<file path="src/rtl/flag_stream_deserializer.sv">
// Collects an LSB-first serial flag stream into W-bit words behind a one-word valid/ready buffer.
// Optional even-parity bit per word when FLAG_DESER_PARITY_EN is defined.
module flag_stream_deserializer #(
  parameter int W     = 4,
  parameter int CNT_W = 8
) (
  input  logic             clk,
  input  logic             rst,
  input  logic             in_bit,
  input  logic             in_valid,
  output logic [W-1:0]     out_data,
  output logic             out_valid,
  input  logic             out_ready,
  output logic [CNT_W-1:0] out_count,
  output logic             overrun,
  output logic             parity_err
);

  localparam int CW = $clog2(W + 1);
  localparam logic [CW-1:0] LAST = CW'(W - 1);

  typedef enum logic {COLLECT, PARITY} state_t;

  state_t        state;
  logic [W-1:0]  sr;
  logic [CW-1:0] count;
  logic [W-1:0]  next_sr;
  logic [W-1:0]  word;
  logic          complete;
  logic          perr;
  logic          handshake;

  assign handshake = out_valid && out_ready;

  always_comb begin
    next_sr = sr;
    for (int unsigned i = 0; i < W; i++) begin
      if (count == CW'(i)) next_sr[i] = in_bit;
    end
    word     = next_sr;
    complete = 1'b0;
    perr     = 1'b0;
`ifdef FLAG_DESER_PARITY_EN
    // In PARITY the shift register already holds all data bits; the incoming bit is parity only.
    if (in_valid && state == PARITY) begin
      complete = 1'b1;
      word     = sr;
      perr     = (^sr) ^ in_bit;
    end
`else
    if (in_valid && state == COLLECT && count == LAST) complete = 1'b1;
`endif
  end

  always_ff @(posedge clk) begin
    if (rst) begin
      sr         <= '0;
      count      <= '0;
      state      <= COLLECT;
      out_data   <= '0;
      out_valid  <= 1'b0;
      out_count  <= '0;
      overrun    <= 1'b0;
      parity_err <= 1'b0;
    end else begin
      overrun <= 1'b0;

      if (in_valid) begin
        if (complete) begin
          sr    <= '0;
          count <= '0;
          state <= COLLECT;
        end else begin
          sr    <= next_sr;
          count <= count + CW'(1);
`ifdef FLAG_DESER_PARITY_EN
          if (count == LAST) state <= PARITY;
`endif
        end
      end

      if (handshake) out_count <= out_count + CNT_W'(1);

      // A completed word may refill the buffer in the same cycle it is drained.
      if (complete) begin
        if (!out_valid || out_ready) begin
          out_data   <= word;
          out_valid  <= 1'b1;
          parity_err <= perr;
        end else begin
          overrun <= 1'b1;
        end
      end else if (handshake) begin
        out_valid <= 1'b0;
      end
    end
  end

endmodule
</file>
<file path="config.mk">
export PLATFORM = sky130hd
export DESIGN_NAME = flag_stream_deserializer
export DESIGN_NICKNAME = d
export VERILOG_FILES = /design/src/rtl/flag_stream_deserializer.sv
export SDC_FILE = /design/constraint.sdc
export NUM_CORES = 1
export LEC_CHECK = 0
export CORE_MARGIN = 2
export CORE_UTILIZATION = 38
export DETAILED_ROUTE_END_ITERATION = 8
export PLACE_DENSITY_LB_ADDON = 0.2
export SLEW_MARGIN = 20
export SYNTH_ARGS = -nofsm -noshare
export SYNTH_HDL_FRONTEND = slang
export SYNTH_SLANG_ARGS = --single-unit
</file>
<file path="constraint.sdc">
create_clock -name clk -period 2.5 [get_ports clk]
set_input_delay 0.5 -clock clk [delete_from_list [all_inputs] [get_ports clk]]
set_output_delay 0.5 -clock clk [all_outputs]
set_load 0.02 [all_outputs]
</file>
## Yosys cells after proc, flatten, opt, wreduce, memory -nomap -nowiden

Index checks and enable logic that the tools add are counted.

| cells by class | value |
|---|---|
| $add $sub $neg | 2 |
| equality and inequality tests | 4 |
| multiplexer cells | 11 |
| bitwise logic cells | 1 |
| reduce and logical (&&, ||, !) cells | 9 |

Operator list:

| operator | count |
|---|---|
| 1-bit two-way mux | 9 |
| 8-bit by 1-bit adder with 8-bit output (second input constant) | 1 |
| 3-bit by 2-bit equality test with 1-bit output (second input constant) | 2 |
| 4-bit two-way mux | 1 |
| 2-bit AND reduction | 2 |
| 3-bit by 1-bit adder with 3-bit output (second input constant) | 1 |
| 3-bit by 1-bit equality test with 1-bit output (second input constant) | 1 |
| 3-bit zero test | 1 |
| 3-bit two-way mux | 1 |
| 1-bit logical AND | 2 |
| 2-bit by 1-bit inequality test with 1-bit output (second input constant) | 1 |
| 2-bit nonzero test | 1 |
| 2-bit OR reduction | 1 |
| 1-bit zero test | 1 |
| 1-bit logical OR | 1 |
| 1-bit inverter | 1 |

| word-level totals | value |
|---|---|
| flip-flop bits (word level) | 21 |
| input port bits | 5 |

## Logic depth before layout (Yosys ltp)

| depth | value |
|---|---|
| word-level depth | 5 |
| depth in mapped cells | 6 |
| gate-level depth less buffers | 6 |

## Worst setup path before layout

OpenSTA, ideal clock, no wires.

| timing path | value |
|---|---|
| kind | reg-to-reg |
| start | reg count[0] |
| end | reg sr[0] |
| data arrival time | 1,140 ps |
| data required time | 2,372 ps |
| path slack | 1,232 ps |
| stages on the path, launching flop included | 7 |
| path buffers | 0 |
| clock period less this slack | 1,268 ps |
| path through | dfxtp_1 -> inv_1 -> ha_1 -> and2b_1 -> mux2i_1 -> a2bb2oi_1 -> nor2_1 |

| between the ends | value |
|---|---|
| cells in the longest elaborated chain, start to end | 4 |
| elaborated cells between the ends (all ways) | 6 |

RTL lines:

| item | RTL line | RTL |
|---|---|---|
| start: declaration | 26 | `logic [CW-1:0] count;` |
| start signal: assignment | 75 | `count <= count + CW'(1);` |
| 3-bit by 2-bit equality test with 1-bit output | 51 | `if (in_valid && state == COLLECT && count == LAST) complete = 1'b1;` |
| 1-bit logical AND | 51 |  |
| 1-bit two-way mux | 51 |  |
| 4-bit two-way mux (*) | 69 | `if (complete) begin` |
| end signal: assignment | 74 | `sr <= next_sr;` |
| end: declaration | 25 | `logic [W-1:0] sr;` |

Mark *: on every way between the ends. The rest lies on a longest branch, timed or not.
A chain may end at the register's enable or synchronous reset.

## Worst setup path after layout

| timing path | value |
|---|---|
| start | reg out_count[0] |
| end | out out_count[0] |

RTL lines:

| item | RTL line | RTL |
|---|---|---|
| start: declaration | 14 | `output logic [CNT_W-1:0] out_count,` |
| start signal: assignment | 82 | `if (handshake) out_count <= out_count + CNT_W'(1);` |

No word-level cell between the ends.

==> run_results.csv <==
group,metric,value,unit
synthesis,syn_inst,97,
finish,nFillCells,244,
routing,drtPass1Iterations,3,
clock_tree,cts_sinks,21,
timing,fmax,528.5,MHz
clock_tree,post_cts_resized,0,
setup_path,slowest_delay,0.65,ns
timing,setup_viol,0,
global_route,grt_usage,13.10,%
timing,finalHoldViolCount,0,
setup_path,crit_slowest_cell,"clkdlybuf4s50_1",
placed_design,port_buffers,18,
global_route,overflow,0,
worst_hold_path,hold_path.class,"reg2reg",
finish,final_common_cell,"dfxtp_1",
routing,vias_per_cell,4.822,
synthesis,avgSynthCellArea,9.894,sq um
floorplan,core-area,2432,sq um
routing,wl_met3,78,microns
placed_design,dpl.hpwl,1246,microns
floorplan,dieHeight,54.26,microns
clock_tree,cts_root_buffer,"clkbuf_4",
synthesis,yosysWarnings,0,
power,p_per_area,468.8,nW/um^2
synthesis,ys_seq_area_share,43.81,%
clock_tree,h-tree-depth,1,
timing,relSlewSlack,63.88,%
flow_run,drv_cap,0,
setup_path,cp-start-kind,"register",
global_route,grt_max_degree,14,
setup_path,crit_family,"buffers and inverters",
timing,fin_ws,0.6078,ns
synthesis,syn_area,959.7,sq um
setup_path,cp-end-kind,"output port",
floorplan,die_area,2944,sq um
routing,finalWirelength,1624,microns
timing,min_period,1.892,ns
synthesis,synthDistinctLibCells,28,
clock_tree,ctsLongestPathBuffers,2,
floorplan,rows,18,
finish,finalInstanceArea,1186,sq um
global_route,grt_pass1_wl,2704,microns
placed_design,place_ws,0.4810,ns
finish,regArea,420.4,sq um
power,ir_drop,325.1,uV
placed_design,postPlaceCellArea,1159,sq um
clock_tree,hold_buffers,0,
routing,vias,704,
routing,dr.max_layer_used,"met4",
setup_path,worstSetupPathType,"reg2out",
global_route,antenna_found_initial,0,
clock_tree,post_cts_buffers,0,
routing,post-route-drc-count,0,
routing,dr.first_iter.drc_count,1,
timing,drv_slew,0,
status,status,"complete, no violations",
global_route,grt_pass1_vias,607,
power,p_leak,0.4770,nW
clock_tree,clk_latency,0.30,ns
routing,wl_met1,809,microns
finish,fin_nets,127,
routing,wl_met2,719,microns
routing,ant_nets,0,
floorplan,ios,20,
timing,timing.final.crit_share,75.69,%
routing,routedWlPerCell,11.12,microns
timing,whs,0.4949,ns
finish,drive_gt1_share,13.79,%
timing,worst_pin_slew,0.5401,ns
timing,rsz0062_at_grt,"no",
setup_path,crit_required,2.00,ns
timing,tns,0,ns
setup_path,path_max_fanout,6,
setup_path,critical_path_buf_inv_count,1,
setup_path,crit_chain,"clkdlybuf4s50_1",
power,power,0.0005561,W
finish,multi_input_area,498.0,sq um
setup_path,critPathArrivalTime,1.39,ns
synthesis,synth-seq-cells,21,
timing,finalClockSkew,0.001262,ns
floorplan,fp.dieW,54.26,microns
floorplan,initial_core_util,39.45,%
clock_tree,cts_tree,"built",
placed_design,place.gp.congestion,0.6740,
finish,antenna_cells,0,
synthesis,syn_nets,107,
finish,area_growth,23.60,%
clock_tree,path_clk_slew,0.11,ns
finish,layout_common_cells,"dfxtp_1 (21), clkdlybuf4s50_1 (18), nor2_1 (11)",
clock_tree,numCtsBuffers,3,
## state kept, by name (all words and copies together), names as in the netlist
signal,flops
sr,4
out_count,8
out_valid,1
out_data,4
overrun,1
count,3
## area by class of cell
type / count / area share (%)
Timing Repair Buffer: 19 / 15.82
Inverter: 4 / 1.266
Multi-Input combinational cell: 68 / 41.98
Clock inverter: 1 / 0.4219
Clock buffer: 3 / 1.899
Sequential cell: 21 / 35.44
Tap cell: 30 / 3.165
## final timing paths
check / start / cells after the start / slack [ns] / end
worst max-delay path: out_count[0]$_SDFFE_PP0P_ / 1 / 0.61 / out_count[0]
worst min-delay path: sr[1]$_SDFFE_PP0P_ / 2 / 0.49 / sr[1]$_SDFFE_PP0P_
worst max register to register: count[1]$_SDFFE_PP0P_ / 5 / 0.97 / out_data[1]$_SDFFE_PP0P_
worst min register to register: sr[1]$_SDFFE_PP0P_ / 2 / 0.49 / sr[1]$_SDFFE_PP0P_
## stage by stage
stage / utilization, % / instances
2_1_floorplan: - / 97
3_3_place_gp: 47.63 / 142
3_5_place_dp: 47.63 / 142
4_1_cts: 48.77 / 146
5_1_grt: 48.77 / 146
6_report: 48.77 / 146
## layer usage
layer / up-vias / track usage, %
li1: 369 / -
met1: 321 / 17.35
met2: 12 / 19.88
met3: 2 / 5.738
met4: 0 / 2.500
met5: - / 0
## synthesized netlist by cell type
master | number | area [sq um]
a211oi_1 | 1 | 7.510
buf_6 | 1 | 11.26
a21oi_1 | 3 | 15.01
nand3_1 | 4 | 20.02
inv_1 | 4 | 15.01
nand3b_4 | 1 | 20.02
nand4_1 | 3 | 18.77
and4_1 | 1 | 8.760
nor2b_1 | 2 | 12.51
nor2_2 | 4 | 25.02
and3_1 | 2 | 12.51
nor2b_2 | 1 | 8.760
clkbuf_1 | 2 | 7.510
mux2_2 | 1 | 11.26
nand2b_1 | 2 | 12.51
conb_1 | 1 | 3.750
nand2_1 | 5 | 18.77
nor2_1 | 11 | 41.29
mux2i_1 | 4 | 40.04
a2bb2oi_1 | 3 | 26.28
dfxtp_1 | 21 | 420.4
a211oi_2 | 4 | 50.05
and3b_1 | 1 | 8.760
and2b_1 | 1 | 7.510
ha_1 | 5 | 62.56
nor3_1 | 1 | 5.000
xor2_1 | 7 | 61.31
buf_4 | 1 | 7.510
## where the power goes
part	leakage [nW]	switching [W]	internal [W]	total [W]
logic	0.290	0.0000279	0.0000250	0.0000529
registers	0.170	0.00000422	0.000340	0.000344
clock network	0.0177	0.0000993	0.0000596	0.000159
## kinds of logic after synthesis
logic type | Yosys count | share of synthesized area [%]
multiplexers | 5 | 5.346
buffers and inverters | 8 | 4.303
AND/OR/NAND/NOR | 39 | 22.95
XOR/XNOR | 7 | 6.389
adder cells (fa/ha/maj) | 5 | 6.519
AO/OA/AOI/OAI | 11 | 10.30
flip-flops | 21 | 43.81
other | 1 | 0.3908
Note: power is estimated with default switching activity, not from simulation.
